### src/rtl/sync_fifo_if.sv
// Enable-strobe bus between a producer/consumer and sync_fifo.
// master drives strobes and write data; slave returns read data and flags.
interface sync_fifo_if #(
    parameter int DATA_WIDTH = 8
);
    logic                  w_en;
    logic                  r_en;
    logic [DATA_WIDTH-1:0] data_in;
    logic [DATA_WIDTH-1:0] data_out;
    logic                  full;
    logic                  empty;

    modport master (
        output w_en,
        output r_en,
        output data_in,
        input  data_out,
        input  full,
        input  empty
    );

    modport slave (
        input  w_en,
        input  r_en,
        input  data_in,
        output data_out,
        output full,
        output empty
    );
endinterface

### src/rtl/sync_fifo.sv
// Single-clock FIFO with DEPTH entries and a registered read port.
// Pointers carry one extra wrap bit so that full and empty can be told apart.
module sync_fifo #(
    parameter int DATA_WIDTH = 8,
    parameter int DEPTH      = 8
) (
    input  logic      clk,
    input  logic      rst_n,
    sync_fifo_if.slave bus
);
    localparam int AW = $clog2(DEPTH);

    logic [AW:0]           wr_ptr_q, wr_ptr_d;
    logic [AW:0]           rd_ptr_q, rd_ptr_d;
    logic [DATA_WIDTH-1:0] dout_q, dout_d;
    logic [DATA_WIDTH-1:0] mem_q [DEPTH];
    logic                  full, empty;
    logic                  wr_acc, rd_acc;

    assign empty = (wr_ptr_q == rd_ptr_q);
    assign full  = (wr_ptr_q[AW-1:0] == rd_ptr_q[AW-1:0]) &&
                   (wr_ptr_q[AW] != rd_ptr_q[AW]);

    assign wr_acc = bus.w_en && !full && !rst_n;
    assign rd_acc = bus.r_en && !empty;

    assign bus.full     = full;
    assign bus.empty    = empty;
    assign bus.data_out = dout_q;

    always_comb begin
        wr_ptr_d = wr_ptr_q;
        rd_ptr_d = rd_ptr_q;
        dout_d   = dout_q;
        if (wr_acc) begin
            wr_ptr_d = wr_ptr_q + 1'b1;
        end
        if (rd_acc) begin
            rd_ptr_d = rd_ptr_q + 1'b1;
            dout_d   = mem_q[rd_ptr_q[AW-1:0]];
        end
    end

    // rst_n is active-high: asserting it clears the pointers at once
    always_ff @(posedge clk or posedge rst_n) begin
        if (rst_n) begin
            wr_ptr_q <= '0;
            rd_ptr_q <= '0;
            dout_q   <= '0;
        end else begin
            wr_ptr_q <= wr_ptr_d;
            rd_ptr_q <= rd_ptr_d;
            dout_q   <= dout_d;
        end
    end

    // Storage is not reset; stale words are unreachable once pointers clear
    always_ff @(posedge clk) begin
        if (wr_acc) begin
            mem_q[wr_ptr_q[AW-1:0]] <= bus.data_in;
        end
    end
endmodule

### src/flat_wrapper.sv
// flat-port wrapper written by rule: the top's interface ports become plain ports
module sync_fifo_flat 
#(
    parameter int DATA_WIDTH = 8,
    parameter int DEPTH      = 8
)
  (clk, rst_n, bus_w_en, bus_r_en, bus_data_in, bus_data_out, bus_full, bus_empty);
  sync_fifo_if #(.DATA_WIDTH(DATA_WIDTH)) bus_i ();
  input  logic clk;
  input  logic rst_n;
  input wire logic [$bits(bus_i.w_en)-1:0] bus_w_en;
  input wire logic [$bits(bus_i.r_en)-1:0] bus_r_en;
  input wire logic [$bits(bus_i.data_in)-1:0] bus_data_in;
  output wire logic [$bits(bus_i.data_out)-1:0] bus_data_out;
  output wire logic [$bits(bus_i.full)-1:0] bus_full;
  output wire logic [$bits(bus_i.empty)-1:0] bus_empty;
  assign bus_i.w_en = bus_w_en;
  assign bus_i.r_en = bus_r_en;
  assign bus_i.data_in = bus_data_in;
  assign bus_data_out = bus_i.data_out;
  assign bus_full = bus_i.full;
  assign bus_empty = bus_i.empty;
  sync_fifo #(.DATA_WIDTH(DATA_WIDTH), .DEPTH(DEPTH)) u_core (.clk(clk), .rst_n(rst_n), .bus(bus_i));
endmodule
### config.mk
export PLATFORM = sky130hd
export DESIGN_NAME = sync_fifo_flat
export DESIGN_NICKNAME = d
export VERILOG_FILES = /design/src/rtl/sync_fifo_if.sv /design/src/rtl/sync_fifo.sv /design/src/flat_wrapper.sv
export SDC_FILE = /design/constraint.sdc
export NUM_CORES = 1
export LEC_CHECK = 0
export BUFFER_PORTS_ARGS = -buffer_cell sky130_fd_sc_hd__buf_2
export CAP_MARGIN = 20
export CORE_MARGIN = 3
export CORE_UTILIZATION = 67
export CTS_BUF_LIST = sky130_fd_sc_hd__clkbuf_4 sky130_fd_sc_hd__clkbuf_8
export CTS_CLUSTER_DIAMETER = 100
export CTS_CLUSTER_SIZE = 24
export DETAILED_ROUTE_END_ITERATION = 12
export PLACE_DENSITY_LB_ADDON = 0.25
export SLEW_MARGIN = 10
export SYNTH_ARGS = -nofsm -noshare
export SYNTH_HDL_FRONTEND = slang
export SYNTH_SLANG_ARGS = --single-unit
### constraint.sdc
create_clock -name clk -period 3.2 [get_ports clk]
set_clock_uncertainty 0.05 [all_clocks]
set_input_delay 0.32 -clock clk [delete_from_list [all_inputs] [get_ports clk]]
set_output_delay 0.32 -clock clk [all_outputs]
set_load 0.01 [all_outputs]
==> flow_summary.yaml <==
outcome:
  outcome: "complete, but fails checks"
  violations: "hold timing"
pwr:
  combPwrFrac_pct: 29.8
  switching_share_pct: 30.2
  p_sw_mw: 0.959
  cellLeakagePower_nw: 1.29
  powerDensity_nw_per_um2: 894
  finalPower_mw: 3.17
  internal_power_mw: 2.21
  p_clk_share_pct: 24.2
  seq_power_share_pct: 46.0
  ir_worst_vdd_uv: 558
die:
  num_rows: 24
  die_x_um: 75.2
  start_util_pct: 71.7
  die_area_sq_um: 5650
  ios: 22
  core_area_sq_um: 4470
  die_y_um: 75.2
drt:
  routedWlPerCell_um: 22.0
  drc: 0
  antenna_left: 0
  drt_iter0_drc: 140
  viasPerCell: 6.14
  drt_first_pass_iters: 4
  drt-total-wl_mm: 5.63
  num_vias: 1572
timing:
  min_period_over_period_pct: 81.4
  hold_viol_final: 16
  period_needed_ns: 2.60
  tns_ns: 0
  fmax_mhz: 384
  rsz0062_at_grt: "false"
  max_slew.worst_pin.slew_ns: 0.774
  finalWorstSetupSlack_ns: 0.595
  setup_viol: 0
  whs_ns: -0.00951
  maxSlewHeadroom_pct: 48.2
  slew_violations: 0
job:
  cap_violations: 0
layout:
  stdcell_area_sq_um: 3550
  mostFrequentLayoutCells: "edfxtp_1 (64), buf_2 (21), mux4_2 (16), dfrtp_1 (16), nand2_1 (13)"
  drive_above_1_share_pct: 29.4
  final_common_cell: "edfxtp_1"
  num-nets-final: 213
  area_growth_pct: 10.6
  antenna_cells: 0
cts:
  clk_path_buf_depth: 2
  cts_tree: "done"
  insertion_delay_ns: 0.34
  cts_buffers: 9
  clkSinkCount: 80
  cts-hold-fix-buffers: 0
  post_cts_buffers: 0
  clock-root-buffer: "clkbuf_8"
  clkTransAtPathRegs_ns: 0.07
  h-tree-depth: 3
  cts_resized: 0
placement:
  io_buffers: 21
  dpl_cell_area_sq_um: 3340
  dpl_worst_slack_ns: 0.605
  dp_hpwl_mm: 3.82
  gp_congestion: 0.818
worst_setup_path:
  cp-start-kind: "flip-flop"
  critPathKind: "reg -> reg"
  path_cells: "xnor2_1, a41oi_2, nand2b_1, nor2_1"
  r2r_cells: 4
  cp.depth: 4
  path_buf_inv: 0
  end_kind: "flip-flop"
  worst-path-max-fanout: 12
  cp_data_arrival_time_ns: 2.52
  critPathMaxStageDelay_ns: 0.73
  critical_path_required_ns: 3.12
  cp_slowest_cell: "dfrtp_1"
  critPathTopFamily: "simple AND/OR/NAND/NOR gates"
global_routing:
  globalRoute.totalOverflow: 0
  antenna_found_initial: 0
  grt_busiest_layer: "met2"
  gr-usage-met1_pct: 33.3
  grt_max_degree: 21
  use_met3_pct: 6.68
  grt_pass1_vias: 1606
  grt.total_usage_pct: 23.6
  grt_pass1_wl_mm: 8.97
  met2_usage_pct: 35.7
worst_hold_path:
  hold_path.class: "in -> async"
synth:
  async_flop_share_pct: 20.0
  avgSynthCellArea_sq_um: 18.6
  yosysSeqAreaShare_pct: 72.4
  synthesis.nets: 186
  synthesis.area_sq_um: 3210
  ys.flop_type: "edfxtp_1"
  synth_seq_cells: 80
  synthDistinctLibCells: 27
  synth_cells: 172
  synth_warnings: 0
  synth_edf_count: 64
routing by layer:
| layer | routed length (um) | vias up |
|---|---|---|
| met5 | 0 | - |
| li1 | - | 708 |
| met4 | 129 | 0 |
| met2 | 2770 | 61 |
| met1 | 2440 | 791 |
| met3 | 290 | 12 |
Yosys cell counts (2+ instances only):
cell       n  area, sq um
buf_2      2         10.0
mux4_2    16          360
mux2i_1    8         80.1
xor2_1     4         35.0
o21ai_1    5         25.0
buf_4      3         22.5
nor2_2     2         12.5
nor2_1     6         22.5
buf_6      3         33.8
dfrtp_1   16          400
nand2_1   13         48.8
o21ai_0    3         15.0
nand2b_1   4         25.0
ha_1       2         25.0
inv_1      4         15.0
xnor2_1    6         52.6
nor3_1     2         10.0
edfxtp_1  64         1920
final timing paths:
| path | from | to | slack (ns) |
|---|---|---|---|
| setup reg to reg | u_core.rd_ptr_q[1]$_DFFE_PP0P_ | u_core.mem_q[2][7]$_DFFE_PP_ | 0.60 |
| min in group clk | bus_data_in[1] | u_core.mem_q[7][1]$_DFFE_PP_ | 0.23 |
| hold reg to reg | u_core.bus.data_out[6]$_DFFE_PP0P_ | u_core.bus.data_out[6]$_DFFE_PP0P_ | 0.44 |
| max in group asynchronous | rst_n | u_core.wr_ptr_q[0]$_DFFE_PP0P_ | 2.72 |
| setup / recovery | u_core.rd_ptr_q[1]$_DFFE_PP0P_ | u_core.mem_q[2][7]$_DFFE_PP_ | 0.60 |
| hold / removal | rst_n | u_core.wr_ptr_q[3]$_DFFE_PP0P_ | -0.01 |
cell type report:
cell class	instances	area [sq um]
Tap cell	52	65.1
Sequential cell	80	2320
Timing Repair Buffer	25	135
Multi-Input combinational cell	79	800
Inverter	4	15.0
Clock inverter	5	71.3
Clock buffer	11	139
Fill cell	225	927
power groups by stage:
stage	Clock [mW]	Combinational, mW	Sequential, mW
2_1_floorplan	0	0.791	1.42
3_3_place_gp	0	0.927	1.46
3_5_place_dp	0	0.954	1.48
4_1_cts	0.780	0.962	1.46
5_1_grt	0.830	1.04	1.48
6_report	0.768	0.944	1.46
cells by family (layout without fill, tap and decap cells):
kind of cell / count (synthesis) / after routing / share of synthesized area, %
buf+inv: 13 / 45 / 2.65
mux: 26 / 26 / 14.6
xor+xnor: 11 / 11 / 3.24
fa+ha+maj: 2 / 2 / 0.780
simple gates: 30 / 30 / 4.29
compound gates: 10 / 10 / 2.07
flops: 80 / 80 / 72.4
per-stage QoR:
stage,std cells,hold WS (ns),util (%)
final,256,-0.00951,79.3
after global routing,256,0.0171,79.3
after CTS,256,0.00417,79.3
after detailed placement,240,0.368,74.6
after global placement,240,0.356,74.6
after floorplan,172,0.184,-
registers in the layout (all words and copies together), names as in the netlist:
signal / flops
u_core.rd_ptr_q: 4
u_core.bus.data_out: 8
u_core.wr_ptr_q: 4
u_core.mem_q: 64
(Power assumes the default switching activity.)
